--- config.mk ---
export PLATFORM = sky130hd
export DESIGN_NAME = sram_arbiter
export DESIGN_NICKNAME = d
export VERILOG_FILES = /design/src/rtl/sram_arbiter.sv
export SDC_FILE = /design/constraint.sdc
export NUM_CORES = 1
export LEC_CHECK = 0
export CAP_MARGIN = 20
export CORE_MARGIN = 2
export CORE_UTILIZATION = 45
export DETAILED_ROUTE_END_ITERATION = 10
export HOLD_SLACK_MARGIN = 0.15
export PLACE_DENSITY = 0.88
export RECOVER_POWER = 50
export SYNTH_ARGS = -nofsm -noshare
export SYNTH_HDL_FRONTEND = slang
export SYNTH_SLANG_ARGS = --single-unit
--- constraint.sdc ---
create_clock -name clk -period 2.4 [get_ports clk]
set_clock_uncertainty 0.05 [all_clocks]
set_input_delay 0.48 -clock clk [delete_from_list [all_inputs] [get_ports clk]]
set_output_delay 0.48 -clock clk [all_outputs]
set_load 0.1 [all_outputs]
--- src/rtl/sram_arbiter.sv ---
`default_nettype none
// ============================================================================
//  Module   : sram_arbiter
//  Purpose  : Shares one 32Kx8 SRAM port between the CPU bus and the serial
//             program loader. One access at a time; waits out the SRAM read
//             latency and returns registered data with a one-cycle ack.
//  Revision : 1.0 - initial release
// ============================================================================
module sram_arbiter #(
    parameter int ADDR_W   = 15,
    parameter int DATA_W   = 8,
    parameter int RD_LAT   = 2,
    parameter int CPU_PRIO = 1
) (
    input  logic              clk,
    input  logic              sys_rst_n,
    // CPU port
    input  logic              cpu_req,
    input  logic              cpu_we,
    input  logic [ADDR_W-1:0] cpu_addr,
    input  logic [DATA_W-1:0] cpu_wdata,
    output logic [DATA_W-1:0] cpu_rdata,
    output logic              cpu_ack,
    // Loader port
    input  logic              ld_req,
    input  logic              ld_we,
    input  logic [ADDR_W-1:0] ld_addr,
    input  logic [DATA_W-1:0] ld_wdata,
    output logic [DATA_W-1:0] ld_rdata,
    output logic              ld_ack,
    // SRAM macro
    output logic              sram_cs,
    output logic              sram_we,
    output logic [ADDR_W-1:0] sram_addr,
    output logic [DATA_W-1:0] sram_wdata,
    input  logic [DATA_W-1:0] sram_rdata,
    // Status
    output logic              busy,
    output logic              gnt_ld
);

    localparam logic [1:0] c_IDLE   = 2'd0;
    localparam logic [1:0] c_ACCESS = 2'd1;
    localparam logic [1:0] c_WAIT   = 2'd2;
    localparam logic [1:0] c_DONE   = 2'd3;

    // WAIT runs until the counter hits zero, so RD_LAT=1 gives one WAIT cycle.
    localparam logic [2:0] c_LAT_INIT = 3'(RD_LAT - 1);

    logic [1:0]        r_state;
    logic [2:0]        r_cnt;
    logic              r_gnt_ld;
    logic              r_sram_cs;
    logic              r_sram_we;
    logic [ADDR_W-1:0] r_sram_addr;
    logic [DATA_W-1:0] r_sram_wdata;
    logic [DATA_W-1:0] r_cpu_rdata;
    logic [DATA_W-1:0] r_ld_rdata;
    logic              r_cpu_ack;
    logic              r_ld_ack;
    logic              r_busy;

    logic              w_any_req;
    logic              w_rr_mode;
    logic              w_pick_ld;

    // Loader wins when alone, or on a round-robin tie when the CPU went last.
    always_comb begin
        w_any_req = cpu_req | ld_req;
        w_rr_mode = (CPU_PRIO == 0);
        w_pick_ld = ld_req & (~cpu_req | (w_rr_mode & ~r_gnt_ld));
    end

    // Access sequencer: arbitrate, issue one SRAM cycle, wait latency, ack.
    always_ff @(posedge clk or negedge sys_rst_n) begin
        if (!sys_rst_n) begin
            r_state      <= c_IDLE;
            r_cnt        <= 3'd0;
            r_gnt_ld     <= 1'b1;
            r_sram_cs    <= 1'b0;
            r_sram_we    <= 1'b0;
            r_sram_addr  <= '0;
            r_sram_wdata <= '0;
            r_cpu_rdata  <= '0;
            r_ld_rdata   <= '0;
            r_cpu_ack    <= 1'b0;
            r_ld_ack     <= 1'b0;
            r_busy       <= 1'b0;
        end else begin
            case (r_state)
                c_IDLE: begin
                    if (w_any_req) begin
                        r_state      <= c_ACCESS;
                        r_busy       <= 1'b1;
                        r_gnt_ld     <= w_pick_ld;
                        r_sram_cs    <= 1'b1;
                        r_sram_we    <= w_pick_ld ? ld_we    : cpu_we;
                        r_sram_addr  <= w_pick_ld ? ld_addr  : cpu_addr;
                        r_sram_wdata <= w_pick_ld ? ld_wdata : cpu_wdata;
                    end
                end
                c_ACCESS: begin
                    // The registered we doubles as the write/read decision.
                    r_sram_cs <= 1'b0;
                    r_sram_we <= 1'b0;
                    if (r_sram_we) begin
                        r_state   <= c_DONE;
                        r_ld_ack  <= r_gnt_ld;
                        r_cpu_ack <= ~r_gnt_ld;
                    end else begin
                        r_state <= c_WAIT;
                        r_cnt   <= c_LAT_INIT;
                    end
                end
                c_WAIT: begin
                    if (r_cnt == 3'd0) begin
                        r_state <= c_DONE;
                        if (r_gnt_ld) begin
                            r_ld_rdata <= sram_rdata;
                            r_ld_ack   <= 1'b1;
                        end else begin
                            r_cpu_rdata <= sram_rdata;
                            r_cpu_ack   <= 1'b1;
                        end
                    end else begin
                        r_cnt <= r_cnt - 3'd1;
                    end
                end
                c_DONE: begin
                    r_state   <= c_IDLE;
                    r_cpu_ack <= 1'b0;
                    r_ld_ack  <= 1'b0;
                    r_busy    <= 1'b0;
                end
                default: begin
                    r_state <= c_IDLE;
                end
            endcase
        end
    end

    assign cpu_rdata  = r_cpu_rdata;
    assign cpu_ack    = r_cpu_ack;
    assign ld_rdata   = r_ld_rdata;
    assign ld_ack     = r_ld_ack;
    assign sram_cs    = r_sram_cs;
    assign sram_we    = r_sram_we;
    assign sram_addr  = r_sram_addr;
    assign sram_wdata = r_sram_wdata;
    assign busy       = r_busy;
    assign gnt_ld     = r_gnt_ld;

endmodule
`default_nettype wire

==> flow_summary.json, run 1 <==
{
  "outcome": "finished, final reports clean",
  "path_buf_inv": 1,
  "crit_chain": "clkbuf_1",
  "nets": 382,
  "hold-path-endpoint": "sram_addr[14]",
  "drive_above_1_share": 0.187,
  "worst_setup_path_end_kind": "primary output",
  "overflow": 0,
  "cp_max_fo": 2,
  "synth.cell_area_mm2": 0.00237,
  "ant_nets": 0,
  "worstHoldPathCells": 2,
  "fmax_mhz": 482,
  "finalMaxSlewViolations": 0,
  "multi_input_comb_area_mm2": 0.00103,
  "clkLatencyLatePin_ns": 0.30,
  "slowest_stage": "clkbuf_1",
  "synthDistinctLibCells": 33,
  "setup.worst_path.start_class": "flip-flop",
  "die_w_um": 76.6,
  "grt_pass1_vias": 1883,
  "synthFlopType": "dfrtp_1",
  "yosysSeqAreaShare": 0.528,
  "rows": 26,
  "via_per_inst": 4.94,
  "grt_first_pass_wirelength_um": 9140,
  "clock-sinks": 50,
  "num_vias": 1905,
  "synth_edf_count": 0,
  "grt_max_degree": 35,
  "rr_worst_depth": 5,
  "tritoncts": "built",
  "syn-num-nets": 276,
  "ys_ff_latch": 50,
  "wl_um": 5480,
  "syn_inst": 209,
  "initialDrtViolationCount": 34,
  "fillers": 442,
  "wire_per_inst_um": 14.2,
  "place_congestion": 0.831,
  "clk_pin_slew_worst_paths_ns": 0.09,
  "rr_startpoint": "r_cnt[0]",
  "timing.rr.end": "cpu_rdata[3]",
  "hp-class": "flip-flop to flip-flop",
  "r2r_slack_ns": 0.54,
  "dr.pass1.iters": 5,
  "io_pins": 105,
  "place_hpwl_um": 4200,
  "regArea_mm2": 0.00125,
  "crit_arrival_ns": 1.54,
  "setup-violations-final": 0,
  "yosysWarnings": 0,
  "gr-usage-all-layers": 0.195,
  "rsz0062_at_grt": "false",
  "cts_root_buffer": "clkbuf_8",
  "clockBufferDepth": 2,
  "fp.dieArea_mm2": 0.00587,
  "worst_slew_pin_slew_ns": 1.22,
  "diodes": 0,
  "route.detailed.drc": 0,
  "drv_cap": 0,
  "period_minus_slack_ns": 2.07,
  "syn_avg_cell_area_um2": 11.4,
  "synthArstFlopShare": 1.00,
  "slew_headroom": 0.193,
  "cts_buffers": 5,
  "antenna_found_initial": 0,
  "finalHoldViolCount": 0,
  "htreeDepth": 2,
  "required_ns": 1.87,
  "io_buffers": 104,
  "cp_top_family": "buffers and inverters",
  "min_from": "sram_addr[14]",
  "critPathMaxStageDelay_ns": 0.90,
  "critical_path_class": "flip-flop to primary output",
  "syn_to_final_growth_pct": 43.1,
  "timing.final.crit_share": 0.864,
  "post_cts_buffers": 0,
  "die_y_um": 76.6,
  "start_util": 0.465,
  "tns_ns": 0,
  "core_area_mm2": 0.00511
}
kinds of logic after synthesis:
family	synth area share
AND/OR/NAND/NOR	0.0912
buffers and inverters	0.0416
adder cells (fa/ha/maj)	0.0369
flip-flops	0.528
multiplexers	0.182
AO/OA/AOI/OAI	0.121
worst max-delay path by stage:
stage | start | endpoint | slack [ns] | cells after the start
3_3_place_gp | ld_req | sram_wdata[0] | 0.45 | 5
2_1_floorplan | gnt_ld | ld_rdata[0] | 0.57 | 3
4_1_cts | r_cnt[0] | cpu_rdata[3] | 0.54 | 5
6_report | sram_wdata[7] | sram_wdata[7] | 0.33 | 1
5_1_grt | sram_wdata[5] | sram_wdata[5] | 0.29 | 1
3_5_place_dp | ld_req | sram_addr[6] | 0.36 | 5
state kept, by name (all words and copies together), names as in the netlist:
name,cells
ld_rdata,8
cpu_ack,1
sram_addr,15
sram_cs,1
gnt_ld,1
sram_we,1
ld_ack,1
r_state,2
sram_wdata,8
busy,1
cpu_rdata,8
r_cnt,3
cells in the mapped netlist, drive strengths merged (4+ instances only):
cell / n / area [µm²]
a21oi: 4 / 20.0
buf: 8 / 61.3
dfrtp: 49 / 1230
ha: 7 / 87.6
inv: 7 / 26.3
mux2: 17 / 191
mux2i: 24 / 240
nand2: 27 / 101
nor2b: 4 / 25.0
o211ai: 4 / 30.0
o21ai: 32 / 160
cell type report:
cell class,instances,area share
Clock buffer,6,0.0243
Tap cell,70,0.0258
Inverter,7,0.00773
Clock inverter,2,0.00368
Timing Repair Buffer,110,0.266
Multi-Input combinational cell,141,0.304
Sequential cell,50,0.369
placed cells by master, fill, tap and decap left out, types with 2 or more instances in the layout:
master           count
clkdlybuf4s50_1     58
dfrtp_1             49
o21ai_0             31
nand2_1             27
buf_4               27
mux2i_1             24
clkbuf_1            20
mux2_2              16
inv_1                7
ha_1                 7
clkbuf_8             6
o211ai_1             4
a21oi_1              4
nor2b_1              3
nor2_1               3
nand2b_1             2
a211o_1              2
o311ai_0             2
per-stage QoR:
step | utilization | area, µm² | worst slack [ns] | hold slack (ns) | cells
floorplan | - | 2370 | 0.571 | 0.134 | 209
global placement | 0.663 | 3390 | 0.452 | 0.412 | 377
detailed placement | 0.663 | 3390 | 0.365 | 0.422 | 377
CTS | 0.683 | 3490 | 0.537 | 0.443 | 386
global route | 0.665 | 3400 | 0.287 | 0.457 | 386
finish | 0.665 | 3400 | 0.326 | 0.434 | 386
repair_timing:
| action | CTS | global route |
|---|---|---|
| resized for setup | 0 | 0 |
| endpoints found under the hold margin | 4 | 0 |
| hold buffers | 1 | 0 |
routing by layer:
layer | part of all wire | track usage | wire [µm] | vias up
met5 | 0 | 0 | 0 | -
met2 | 0.54 | 0.333 | 2940 | 53
met1 | 0.41 | 0.246 | 2250 | 895
li1 | - | - | - | 953
met3 | 0.042 | 0.0450 | 232 | 4
met4 | 0.011 | 0.0618 | 61 | 0
Power of run 1 is left out: the tool's default activity adds up to more than one toggle a clock period on the data nets, which glitch-free logic cannot reach.
==> run 2, diff against run 1 <==
--- a/config.mk
+++ b/config.mk
@@ -5,11 +5,12 @@
 export SDC_FILE = /design/constraint.sdc
 export NUM_CORES = 1
 export LEC_CHECK = 0
-export CAP_MARGIN = 20
+export CAP_MARGIN = 5
 export CORE_MARGIN = 2
 export CORE_UTILIZATION = 45
 export DETAILED_ROUTE_END_ITERATION = 10
 export HOLD_SLACK_MARGIN = 0.15
+export MAX_ROUTING_LAYER = met4
 export PLACE_DENSITY = 0.88
 export RECOVER_POWER = 50
 export SYNTH_ARGS = -nofsm -noshare
==> run 2 against run 1 <==
- count of clock-buffer cells in the layout did not move
- die area did not move
- wire length hardly changed
- design area unchanged
- cell count is the same
- hold slack improved by 0.00060 ns
- global-route usage is 0.56 points higher
- non-clock buffer count unchanged
- sequential cell count did not move
- maximum frequency decreased by 0.13%
- core utilization stayed put
==> flow_summary.json, run 2 (same netlist as run 1, synthesis figures left out) <==
{
  "clockBufferDepth": 2,
  "outcome": "finished, final reports clean",
  "start_util": 0.465,
  "io_pins": 105,
  "worst_setup_path_end_kind": "primary output",
  "grt_pass1_vias": 1894,
  "path_buf_inv": 1,
  "crit_chain": "clkbuf_1",
  "slowest_stage": "clkbuf_1",
  "wire_per_inst_um": 14.2,
  "nets": 382,
  "worstHoldPathCells": 2,
  "period_minus_slack_ns": 2.08,
  "postCtsResizedCells": 0,
  "grt_first_pass_wirelength_um": 9150,
  "grt_max_degree": 35,
  "setup-violations-final": 0,
  "r2r_slack_ns": 0.53,
  "layout_common_cells": "clkdlybuf4s50_1, dfrtp_1, o21ai_0",
  "rr_worst_depth": 5,
  "finalMaxSlewViolations": 0,
  "cts_root_buffer": "clkbuf_8",
  "io_buffers": 104,
  "worst_slew_pin_slew_ns": 1.22,
  "clock-sinks": 50,
  "cp_max_fo": 2,
  "cp-startpoint": "sram_wdata[7]",
  "regArea_mm2": 0.00125,
  "drv_cap": 0,
  "diodes": 0,
  "place_hpwl_um": 4200,
  "num_vias": 1912,
  "rows": 26,
  "finish.utilization": 0.665,
  "setup.worst_path.start_class": "flip-flop",
  "drive_above_1_share": 0.187,
  "rsz0062_at_grt": "false",
  "timing.final.crit_share": 0.865,
  "ant_nets": 0,
  "die_y_um": 76.6,
  "route.detailed.drc": 0,
  "final_common_cell": "clkdlybuf4s50_1",
  "post_cts_buffers": 0,
  "dr.pass1.iters": 4,
  "core_area_mm2": 0.00511,
  "overflow": 0,
  "rr_startpoint": "r_cnt[0]",
  "critical_path_class": "flip-flop to primary output",
  "tns_ns": 0,
  "cts_buffers": 5,
  "antenna_found_initial": 0,
  "cts-hold-fix-buffers": 1,
  "fmax_mhz": 482,
  "tritoncts": "built",
  "largest_register_ffs": 15,
  "slew_headroom": 0.193,
  "clk_pin_slew_worst_paths_ns": 0.09,
  "cp_top_family": "buffers and inverters",
  "gr-usage-all-layers": 0.201,
  "required_ns": 1.87,
  "via_per_inst": 4.95,
  "fp.dieArea_mm2": 0.00587,
  "hp-class": "flip-flop to flip-flop",
  "setup_ws_ns": 0.324,
  "clkLatencyLatePin_ns": 0.30,
  "place_congestion": 0.844,
  "worstSetupEndpoint": "sram_wdata[7]",
  "fillers": 442,
  "htreeDepth": 2,
  "die_w_um": 76.6,
  "syn_to_final_growth_pct": 43.1,
  "multi_input_comb_area_mm2": 0.00103,
  "cp.depth": 1,
  "place_worst_setup_slack_ns": 0.365,
  "critPathMaxStageDelay_ns": 0.90,
  "finalHoldViolCount": 0,
  "crit_arrival_ns": 1.55,
  "timing.rr.end": "cpu_rdata[3]",
  "wl_um": 5480,
  "initialDrtViolationCount": 51
}
## run 2: cell counts in the layout (fill, tap and decap cells not counted)
No cell type changed its count.
## run 2: metal layers
| layer | vias to the layer above | GRT usage | routed length, µm |
|---|---|---|---|
| met4 | 0 | 0.0618 | 61 |
| met3 | 4 | 0.0403 | 197 |
| met2 | 51 | 0.335 | 2940 |
| met1 | 900 | 0.247 | 2290 |
| met5 | - | - | 0 |
| li1 | 957 | - | - |
## run 2: how the worst min path moves through the flow
stage | from | end
after global placement | sram_wdata[2] | sram_wdata[2]
after global routing | sram_wdata[7] | sram_wdata[7]
after detailed placement | sram_addr[14] | sram_addr[14]
final | sram_addr[14] | sram_addr[14]
after CTS | sram_addr[14] | sram_addr[14]
after floorplan | sys_rst_n | busy
## run 2: final cells by class
| class | count | share of cell area |
|---|---|---|
| sequential | 50 | 0.369 |
| multi-input combinational | 141 | 0.304 |
| timing repair buffer | 110 | 0.266 |
| tap | 70 | 0.0258 |
| clock buffer | 6 | 0.0243 |
| inverter | 7 | 0.00773 |
| clock inverter | 2 | 0.00368 |
## run 2: through the flow
| step | hold slack (ns) | cell area [µm²] | instances |
|---|---|---|---|
| floorplan | 0.134 | 2370 | 209 |
| global route | 0.457 | 3400 | 386 |
| detailed placement | 0.422 | 3390 | 377 |
| global placement | 0.412 | 3390 | 377 |
| finish | 0.435 | 3400 | 386 |
| CTS | 0.443 | 3490 | 386 |
Power of run 2 is left out for the same reason.
